--- config.mk ---
export PLATFORM = sky130hd
export DESIGN_NAME = operand_adder_flat
export DESIGN_NICKNAME = d
export VERILOG_FILES = /design/src/rtl/operand_adder_pkg.sv /design/src/rtl/operand_adder_if.sv /design/src/rtl/operand_adder_bin2bcd_seq.sv /design/src/rtl/operand_adder.sv /design/src/flat_wrapper.sv
export SDC_FILE = /design/constraint.sdc
export NUM_CORES = 1
export LEC_CHECK = 0
export CAP_MARGIN = 20
export CORE_UTILIZATION = 59
export CTS_BUF_LIST = sky130_fd_sc_hd__clkbuf_8
export DETAILED_ROUTE_END_ITERATION = 12
export PLACE_DENSITY = 0.79
export SYNTH_ARGS = -nofsm -noshare
export SYNTH_HDL_FRONTEND = slang
export SYNTH_SLANG_ARGS = --single-unit
--- constraint.sdc ---
create_clock -name clk -period 2.14 [get_ports clk]
set_input_delay 0.321 -clock clk [delete_from_list [all_inputs] [get_ports clk]]
set_output_delay 0.321 -clock clk [all_outputs]
set_load 0.05 [all_outputs]
--- src/rtl/operand_adder_pkg.sv ---
// rtl/operand_adder_pkg.sv - shared types and constants for the operand adder
package operand_adder_pkg;

  localparam int OPERAND_W   = 12;
  localparam int OPERAND_MAX = 999;
  localparam int SAT_W       = 10;
  localparam int SUM_W       = 11;
  localparam int BCD_W       = 16;
  localparam int CONV_CYCLES = 11;

  typedef enum logic [2:0] {
    WAIT_A,
    WAIT_B,
    ADD,
    CONV,
    DONE
  } state_t;

  // Clamp a raw operand into the 0..999 range carried by the datapath.
  function automatic logic [SAT_W-1:0] saturate(input logic [OPERAND_W-1:0] v);
    if (v > OPERAND_W'(OPERAND_MAX)) begin
      return SAT_W'(OPERAND_MAX);
    end
    return v[SAT_W-1:0];
  endfunction

  function automatic logic over_range(input logic [OPERAND_W-1:0] v);
    return v > OPERAND_W'(OPERAND_MAX);
  endfunction

endpackage

--- src/rtl/operand_adder_if.sv ---
// rtl/operand_adder_if.sv - operand entry and sum result bundle
interface operand_adder_if;
  import operand_adder_pkg::*;

  logic [OPERAND_W-1:0] number_in;
  logic                 number_valid;
  logic                 clear;
  logic [SUM_W-1:0]     sum_bin;
  logic [BCD_W-1:0]     sum_bcd;
  logic                 sum_valid;
  logic                 busy;
  logic                 operand_sel;
  logic                 range_err;

  modport master (
    output number_in, number_valid, clear,
    input  sum_bin, sum_bcd, sum_valid, busy, operand_sel, range_err
  );

  modport slave (
    input  number_in, number_valid, clear,
    output sum_bin, sum_bcd, sum_valid, busy, operand_sel, range_err
  );
endinterface

--- src/rtl/operand_adder_bin2bcd_seq.sv ---
// rtl/operand_adder_bin2bcd_seq.sv - sequential double-dabble converter, one bit per cycle
module bin2bcd_seq #(
  parameter int BIN_W = 11,
  parameter int BCD_W = 16
) (
  input  logic             clk,
  input  logic             reset,
  input  logic             abort,
  input  logic             start,
  input  logic [BIN_W-1:0] bin_in,
  output logic [BCD_W-1:0] bcd,
  output logic             done
);

  localparam int CNT_W = $clog2(BIN_W);
  localparam logic [CNT_W-1:0] LAST = CNT_W'(BIN_W - 1);

  logic [BIN_W-1:0] bin_sh;
  logic [BCD_W-1:0] scratch;
  logic [BCD_W-1:0] adj;
  logic [CNT_W-1:0] cnt;
  logic             running;

  always_comb begin
    adj = scratch;
    for (int d = 0; d < BCD_W / 4; d++) begin
      if (scratch[4*d +: 4] >= 4'd5) begin
        adj[4*d +: 4] = scratch[4*d +: 4] + 4'd3;
      end
    end
  end

  // done is high during the final shift so the caller can leave CONV on that same edge.
  assign done = running && (cnt == LAST);
  assign bcd  = scratch;

  always_ff @(posedge clk) begin
    if (reset || abort) begin
      running <= 1'b0;
      cnt     <= '0;
      bin_sh  <= '0;
      scratch <= '0;
    end else if (start) begin
      running <= 1'b1;
      cnt     <= '0;
      bin_sh  <= bin_in;
      scratch <= '0;
    end else if (running) begin
      {scratch, bin_sh} <= {adj, bin_sh} << 1;
      cnt               <= cnt + 1'b1;
      if (done) begin
        running <= 1'b0;
      end
    end
  end

endmodule

--- src/rtl/operand_adder.sv ---
// rtl/operand_adder.sv - captures two operands, adds them and reports binary and BCD sums
module operand_adder
  import operand_adder_pkg::*;
(
  input  logic            clk,
  input  logic            reset,
  operand_adder_if.slave  bus
);

  state_t            state;
  logic              prev_valid;
  logic [SAT_W-1:0]  a_reg;
  logic [SAT_W-1:0]  b_reg;
  logic [SUM_W-1:0]  sum_reg;
  logic [SUM_W-1:0]  add_result;
  logic [BCD_W-1:0]  eng_bcd;
  logic              eng_done;
  logic              capture;

  logic [SUM_W-1:0]  sum_bin_r;
  logic [BCD_W-1:0]  sum_bcd_r;
  logic              sum_valid_r;
  logic              busy_r;
  logic              operand_sel_r;
  logic              range_err_r;

  // A level held high produces a single capture; clear masks a coincident edge.
  assign capture    = bus.number_valid && !prev_valid && !bus.clear;
  assign add_result = SUM_W'(a_reg) + SUM_W'(b_reg);

  bin2bcd_seq #(
    .BIN_W (SUM_W),
    .BCD_W (BCD_W)
  ) u_conv (
    .clk    (clk),
    .reset  (reset),
    .abort  (bus.clear),
    .start  (state == ADD),
    .bin_in (add_result),
    .bcd    (eng_bcd),
    .done   (eng_done)
  );

  always_ff @(posedge clk) begin
    if (reset) begin
      state         <= WAIT_A;
      prev_valid    <= 1'b1;
      a_reg         <= '0;
      b_reg         <= '0;
      sum_reg       <= '0;
      sum_bin_r     <= '0;
      sum_bcd_r     <= '0;
      sum_valid_r   <= 1'b0;
      busy_r        <= 1'b0;
      operand_sel_r <= 1'b0;
      range_err_r   <= 1'b0;
    end else begin
      prev_valid  <= bus.number_valid;
      sum_valid_r <= 1'b0;
      if (bus.clear) begin
        state         <= WAIT_A;
        a_reg         <= '0;
        b_reg         <= '0;
        busy_r        <= 1'b0;
        operand_sel_r <= 1'b0;
      end else begin
        case (state)
          WAIT_A: begin
            if (capture) begin
              a_reg         <= saturate(bus.number_in);
              range_err_r   <= range_err_r | over_range(bus.number_in);
              operand_sel_r <= 1'b1;
              state         <= WAIT_B;
            end
          end
          WAIT_B: begin
            if (capture) begin
              b_reg         <= saturate(bus.number_in);
              range_err_r   <= range_err_r | over_range(bus.number_in);
              operand_sel_r <= 1'b0;
              busy_r        <= 1'b1;
              state         <= ADD;
            end
          end
          ADD: begin
            sum_reg <= add_result;
            state   <= CONV;
          end
          CONV: begin
            if (eng_done) begin
              state <= DONE;
            end
          end
          DONE: begin
            sum_bin_r   <= sum_reg;
            sum_bcd_r   <= eng_bcd;
            sum_valid_r <= 1'b1;
            busy_r      <= 1'b0;
            state       <= WAIT_A;
          end
          default: begin
            state  <= WAIT_A;
            busy_r <= 1'b0;
          end
        endcase
      end
    end
  end

  assign bus.sum_bin     = sum_bin_r;
  assign bus.sum_bcd     = sum_bcd_r;
  assign bus.sum_valid   = sum_valid_r;
  assign bus.busy        = busy_r;
  assign bus.operand_sel = operand_sel_r;
  assign bus.range_err   = range_err_r;

endmodule

--- src/flat_wrapper.sv ---
// flat-port wrapper written by rule: the top's interface ports become plain ports
module operand_adder_flat import operand_adder_pkg::*;
  (clk, reset, bus_number_in, bus_number_valid, bus_clear, bus_sum_bin, bus_sum_bcd, bus_sum_valid, bus_busy, bus_operand_sel, bus_range_err);
  operand_adder_if bus_i ();
  input  logic clk;
  input  logic reset;
  input wire logic [$bits(bus_i.number_in)-1:0] bus_number_in;
  input wire logic [$bits(bus_i.number_valid)-1:0] bus_number_valid;
  input wire logic [$bits(bus_i.clear)-1:0] bus_clear;
  output wire logic [$bits(bus_i.sum_bin)-1:0] bus_sum_bin;
  output wire logic [$bits(bus_i.sum_bcd)-1:0] bus_sum_bcd;
  output wire logic [$bits(bus_i.sum_valid)-1:0] bus_sum_valid;
  output wire logic [$bits(bus_i.busy)-1:0] bus_busy;
  output wire logic [$bits(bus_i.operand_sel)-1:0] bus_operand_sel;
  output wire logic [$bits(bus_i.range_err)-1:0] bus_range_err;
  assign bus_i.number_in = bus_number_in;
  assign bus_i.number_valid = bus_number_valid;
  assign bus_i.clear = bus_clear;
  assign bus_sum_bin = bus_i.sum_bin;
  assign bus_sum_bcd = bus_i.sum_bcd;
  assign bus_sum_valid = bus_i.sum_valid;
  assign bus_busy = bus_i.busy;
  assign bus_operand_sel = bus_i.operand_sel;
  assign bus_range_err = bus_i.range_err;
  operand_adder u_core (.clk(clk), .reset(reset), .bus(bus_i));
endmodule
# After elaboration in Yosys (flattened, before gate mapping)
# Cells that the tools add are included.
[totals] reg_bits=98 latch_bits=0 mem_bits_rw=0 rom_bits=0 input_bits=16 output_inout_bits=31 n_memories=0
[op_classes] add_sub_neg=6 multipliers=0 div_mod_pow=0 n_lt_le_gt_ge=5 n_eq_ne=8 n_shift=0 n_mux=29 n_bitwise=3 reduce_logical=21
[ops] cell="$mux 10" n=3
[ops] cell="$mux 11" n=2
[ops] cell="$ge 4x3->1 const B" n=4
[ops] cell="$mux 1" n=14
[ops] cell="$add 4x2->4 const B" n=3
[ops] cell="$gt 12x10->1 const B" n=1
[ops] cell="$mux 3" n=4
[ops] cell="$mux 4" n=3
[ops] cell="$pmux 3 s4" n=1
[ops] cell="$add 10x10->11" n=1
[ops] cell="$reduce_and 2->1" n=5
[ops] cell="$reduce_and 3->1" n=3
[ops] cell="$eq 3x2->1 const B" n=2
[ops] cell="$ne 2x1->1 const B" n=3
[ops] cell="$reduce_or 2->1" n=3
[ops] cell="$add 4x1->4 const B" n=1
[ops] cell="$eq 4x4->1 const B" n=1
[ops] cell="$pmux 1 s2" n=2
[ops] cell="$reduce_bool 2->1" n=2
[ops] cell="$add 3x2->3 const B" n=1
[ops] cell="$eq 3x1->1 const B" n=1
[ops] cell="$eq 3x3->1 const B" n=1
[ops] cell="$logic_and 1x1->1" n=3
[ops] cell="$logic_not 3->1" n=1
[ops] cell="other kinds (5)" n=7

# Depth between registers and ports, before layout
# Gate-level depths: netlist of run 1.
[logic_depth] depth_word=8 depth_mapped=8 depth_no_buf=8

# Modules after synthesis
# Synthesis of run 1 repeated with hierarchy kept, for this count alone.
[hier_totals] cells_unflattened=538 area_unflattened_um2=4474.3
[modules_own_cells] module="operand_adder" n_inst=1 cells_each=348 area_per_inst_um2=2855.2
[modules_own_cells] module="bin2bcd_seq" n_inst=1 cells_each=190 area_per_inst_um2=1619.1

# Worst setup path after synthesis of run 1
# OpenSTA, ideal clock, no wires.
[synth_path] path_kind="register to register" from="reg u_core.b_reg[0]" to="reg u_core.u_conv.bin_sh[4]" setup_time_ps=86 arrival_time_ps=1744 required_time_ps=2054 path_slack_ps=310 path_stages_with_launch=9 path_buffers=0 synth_period_minus_slack_ps=1830 path_cell_list="dfxtp_1 ha_1 inv_1 fa_1 nand2b_1 a21oi_1 xor2_1 nor2_1 a211oi_1"
[synth_between] elab_chain_len=2
[synth_rtl] item="start: declaration" line="operand_adder.sv:13" source="logic [SAT_W-1:0] b_reg;"
[synth_rtl] item="start signal: assignment" line="operand_adder.sv:78" source="b_reg <= saturate(bus.number_in);"
[synth_rtl] item="$add 10x10->11" line="operand_adder.sv:29" source="assign add_result = SUM_W'(a_reg) + SUM_W'(b_reg);"
[synth_rtl] item="$mux 11" line="operand_adder_bin2bcd_seq.sv:43" source="end else if (start) begin"
[synth_rtl] item="end signal: assignment" line="operand_adder_bin2bcd_seq.sv:46" source="bin_sh <= bin_in;"
[synth_rtl] item="end signal: assignment" line="operand_adder_bin2bcd_seq.sv:49" source="{scratch, bin_sh} <= {adj, bin_sh} << 1;"
[synth_rtl] item="end: declaration" line="operand_adder_bin2bcd_seq.sv:18" source="logic [BIN_W-1:0] bin_sh;"
# No other way between the ends.
# A chain may end at the register's enable or synchronous reset.

# Worst setup path after layout of run 1
[layout_path] from="reg u_core.b_reg[0]" to="reg u_core.u_conv.bin_sh[10]"
# Same word-level chain as after synthesis.

==> results of run 1 <==
kinds of logic after synthesis:
kind of cell	count (synthesis)	synth area share (%)
buf+inv	45	4.974
xor+xnor	16	3.148
mux	17	3.991
fa+ha+maj	21	6.071
compound gates	131	17.45
flops	98	44.07
simple gates	197	20.29
cell type report:
| class | count | share of cell area [%] |
|---|---|---|
| Clock buffer | 11 | 2.871 |
| Inverter | 14 | 0.9964 |
| Sequential cell | 98 | 37.20 |
| Multi-Input combinational cell | 382 | 43.68 |
| Tap cell | 99 | 2.349 |
| Timing Repair Buffer | 65 | 12.38 |
| Clock inverter | 4 | 0.5219 |
worst max-delay path: stages (launching register included):
cell and delay, ns:
dfxtp_1 0.35, ha_2 0.20, inv_1 0.06, fa_1 0.46, nand2b_4 0.18, a211oi_4 0.25, nand2b_1 0.14, a31oi_1 0.14
a21oi_1 0.17
power breakdown:
part	total (W)	internal (W)	switching, W
Sequential	0.00183	0.00183	0.00000272
Combinational	0.000122	0.0000527	0.0000693
Clock	0.00109	0.000480	0.000611
Total	0.00304	0.00236	0.000683
cell usage after synthesis, types with 10 or more instances:
| library cell | number | area share [%] |
|---|---|---|
| a211oi_1 | 26 | 4.4 |
| xnor2_1 | 10 | 2.0 |
| ha_1 | 20 | 5.6 |
| nor2_1 | 52 | 4.4 |
| mux2i_1 | 11 | 2.5 |
| nand2_1 | 92 | 7.8 |
| clkbuf_1 | 20 | 1.7 |
| nand3_1 | 14 | 1.6 |
| inv_1 | 14 | 1.2 |
| dfxtp_1 | 98 | 44 |
| a21oi_1 | 68 | 7.6 |
| o21ai_0 | 15 | 1.7 |
worst min-delay path by stage:
stage                                  startpoint                                  to  depth (start not counted)
4_1_cts        u_core.bus.sum_bcd[7]$_SDFFE_PP0P_  u_core.bus.sum_bcd[7]$_SDFFE_PP0P_                          2
5_1_grt        u_core.bus.sum_bcd[3]$_SDFFE_PP0P_  u_core.bus.sum_bcd[3]$_SDFFE_PP0P_                          2
6_report           u_core.sum_reg[3]$_SDFFE_PP0P_  u_core.bus.sum_bin[3]$_SDFFE_PP0P_                          2
2_1_floorplan      u_core.sum_reg[8]$_SDFFE_PP0P_  u_core.bus.sum_bin[8]$_SDFFE_PP0P_                          2
3_3_place_gp   u_core.bus.sum_bcd[7]$_SDFFE_PP0P_  u_core.bus.sum_bcd[7]$_SDFFE_PP0P_                          2
3_5_place_dp   u_core.bus.sum_bcd[7]$_SDFFE_PP0P_  u_core.bus.sum_bcd[7]$_SDFFE_PP0P_                          2
what timing repair did:
action                     4_1_cts  5_1_grt
setup endpoints to repair        0        9
gates resized for setup          0        6
hold endpoints to repair         0        0
buffers inserted                 0        1
routing by layer:
metal | vias to the layer above | wire (um)
li1 | 1897 | -
met1 | 1746 | 4300
met2 | 72 | 4203
met3 | 16 | 361
met4 | 0 | 179
met5 | - | 0
cell usage in the layout (no fill, tap or decap), types with 7 or more instances in the layout:
| master | synthesis | final |
|---|---|---|
| a21o_1 | 7 | 7 |
| o21ai_0 | 15 | 14 |
| nand2_1 | 92 | 92 |
| inv_1 | 14 | 14 |
| mux2i_1 | 11 | 11 |
| clkdlybuf4s50_1 | 0 | 46 |
| a21oi_1 | 68 | 67 |
| xnor2_1 | 10 | 10 |
| nand3_1 | 14 | 14 |
| ha_1 | 20 | 19 |
| clkbuf_8 | 0 | 11 |
| nor2_1 | 52 | 52 |
| dfxtp_1 | 98 | 98 |
| buf_4 | 1 | 15 |
| a211oi_1 | 26 | 25 |
metrics by stage:
step / hold WS (ns) / std cells / total power [W]
2_1_floorplan: 0.4275 / 525 / 0.001934
3_3_place_gp: 0.4404 / 657 / 0.001991
3_5_place_dp: 0.4456 / 657 / 0.001993
4_1_cts: 0.4579 / 672 / 0.003064
5_1_grt: 0.4753 / 673 / 0.003161
6_report: 0.4548 / 673 / 0.003042
==> summary.txt, run 1 <==
Run status
  • Status: completed

Timing
  • Relative slew slack: 66.26%
  • Fmax: 494.3 MHz
  • Setup violations, final: 0
  • Slew of the pin with the lowest slew margin: 0.5046 ns
  • RSZ-0062 raised after global routing: false
  • Setup TNS: 0 ns
  • Fin crit share: 94.53%
  • Max-slew violations: 0
  • Final min period: 2.023 ns
  • Post-layout worst setup margin: 0.1171 ns
  • Fin. Hold Viols: 0
  • Worst Clk Skew: 0.008803 ns

Clocking
  • CTS tree: built
  • # hold bufs at CTS: 0
  • Inserted Clock Buffers: 9
  • Clock Latency Late Sink: 0.36 ns
  • CTS Sinks: 98
  • Root buffer cell: clkbuf_8
  • CTS max path bufs: 2
  • Clock transition at path regs: 0.09 ns
  • H-Tree Depth: 3

Setup path
  • Kind of critical path: flip-flop to flip-flop
  • R2R setup slack: 0.12 ns
  • Startpoint Class: flip-flop
  • Crit Path Max Fanout: 3
  • Worst R2R Start: u_core.b_reg[0]$_SDFFE_PP0P_
  • Crit path capture: u_core.u_conv.bin_sh[10]$_SDFFE_PP0P_
  • CP required: 2.43 ns
  • CP arrival: 2.32 ns
  • Setup crit start: u_core.b_reg[0]$_SDFFE_PP0P_
  • Worst R2R Path Depth: 8
  • Crit Reg-Reg Endpoint: u_core.u_conv.bin_sh[10]$_SDFFE_PP0P_
  • Endpoint class of the critical path: flip-flop

Global routing
  • Number of global-route vias before repair: 3272
  • Total gr overflow: 0
  • Met3 usage: 4.198%
  • Pin count of the biggest net entering global routing: 34
  • Most used routing layer in global routing: met2
  • Gr usage total: 24.93%
  • Antenna violations before repair: 0
  • Global-route wire length before repair: 15180 um
  • M1 GR Usage: 34.11%
  • Met2 Resource Use GR: 39.02%

Finish
  • Fin area: 0.005274 mm2
  • # diodes: 0
  • Layout Area Growth over Synthesis: 18.47%
  • Register Area: 0.001962 mm2
  • Multi-input logic area: 0.002303 mm2
  • Share of layout cells above drive strength 1: 9.582%
  • Util after Layout: 72.32%
  • Fillers: 598
  • Fin nets: 607

Routing
  • DRC errors left: 0
  • Detailed Route WL: 9045 um
  • Antenna viol nets, final: 0
  • Starting DRC count in detailed routing: 184
  • Routed len/inst: 13.44 um
  • Routed vias: 3731
  • DR pass1 iterations: 4
  • DR vias/cell: 5.544

Synth
  • Yosys reg bits: 98
  • Post-synth EDFFs: 0
  • Area of the mapped netlist: 0.004452 mm2
  • Ys flop type: dfxtp_1
  • Syn. warnings: 0
  • Async SR Flop Fraction: 0%
  • Cells after synthesis: 525
  • Mapped Avg Cell Area: 8.480 um2
  • Sequential share of the synthesized area: 44.07%
  • Post-Syn Nets: 562
  • Distinct cells, synth: 50

Place
  • Gpl congestion: 0.8584
  • Pre-CTS setup slack: 0.03063 ns
  • PortBufs: 46
  • DPL Wire Length: 6422 um
  • Area after DPL: 0.005061 mm2

Power and ir drop
  • Pwr dens: 576.8 mW/mm2
  • Leak Pwr: 1.891 nW
  • Worst vdd ir: 0.0003046 V

Floorplan
  • # rows: 31
  • Die height: 88.87 um
  • Initial Util: 61.05%
  • Die width: 88.87 um
  • Core Box Area: 0.007292 mm2
  • IO Pins: 47
  • Die ar.: 0.007897 mm2

Job
  • Max cap viols: 0

Worst hold path
  • Hold Path Class: flip-flop to flip-flop
Power figures use the tool's default switching activity.
==> inputs of run 2 (changes only) <==
--- a/config.mk
+++ b/config.mk
@@ -9,6 +9,7 @@
 export CORE_UTILIZATION = 59
 export CTS_BUF_LIST = sky130_fd_sc_hd__clkbuf_8
 export DETAILED_ROUTE_END_ITERATION = 12
+export GPL_TIMING_DRIVEN = 1
 export PLACE_DENSITY = 0.79
 export SYNTH_ARGS = -nofsm -noshare
 export SYNTH_HDL_FRONTEND = slang
==> results of run 2 <==
Final layout, timing and power as in run 1 (identical DEF).
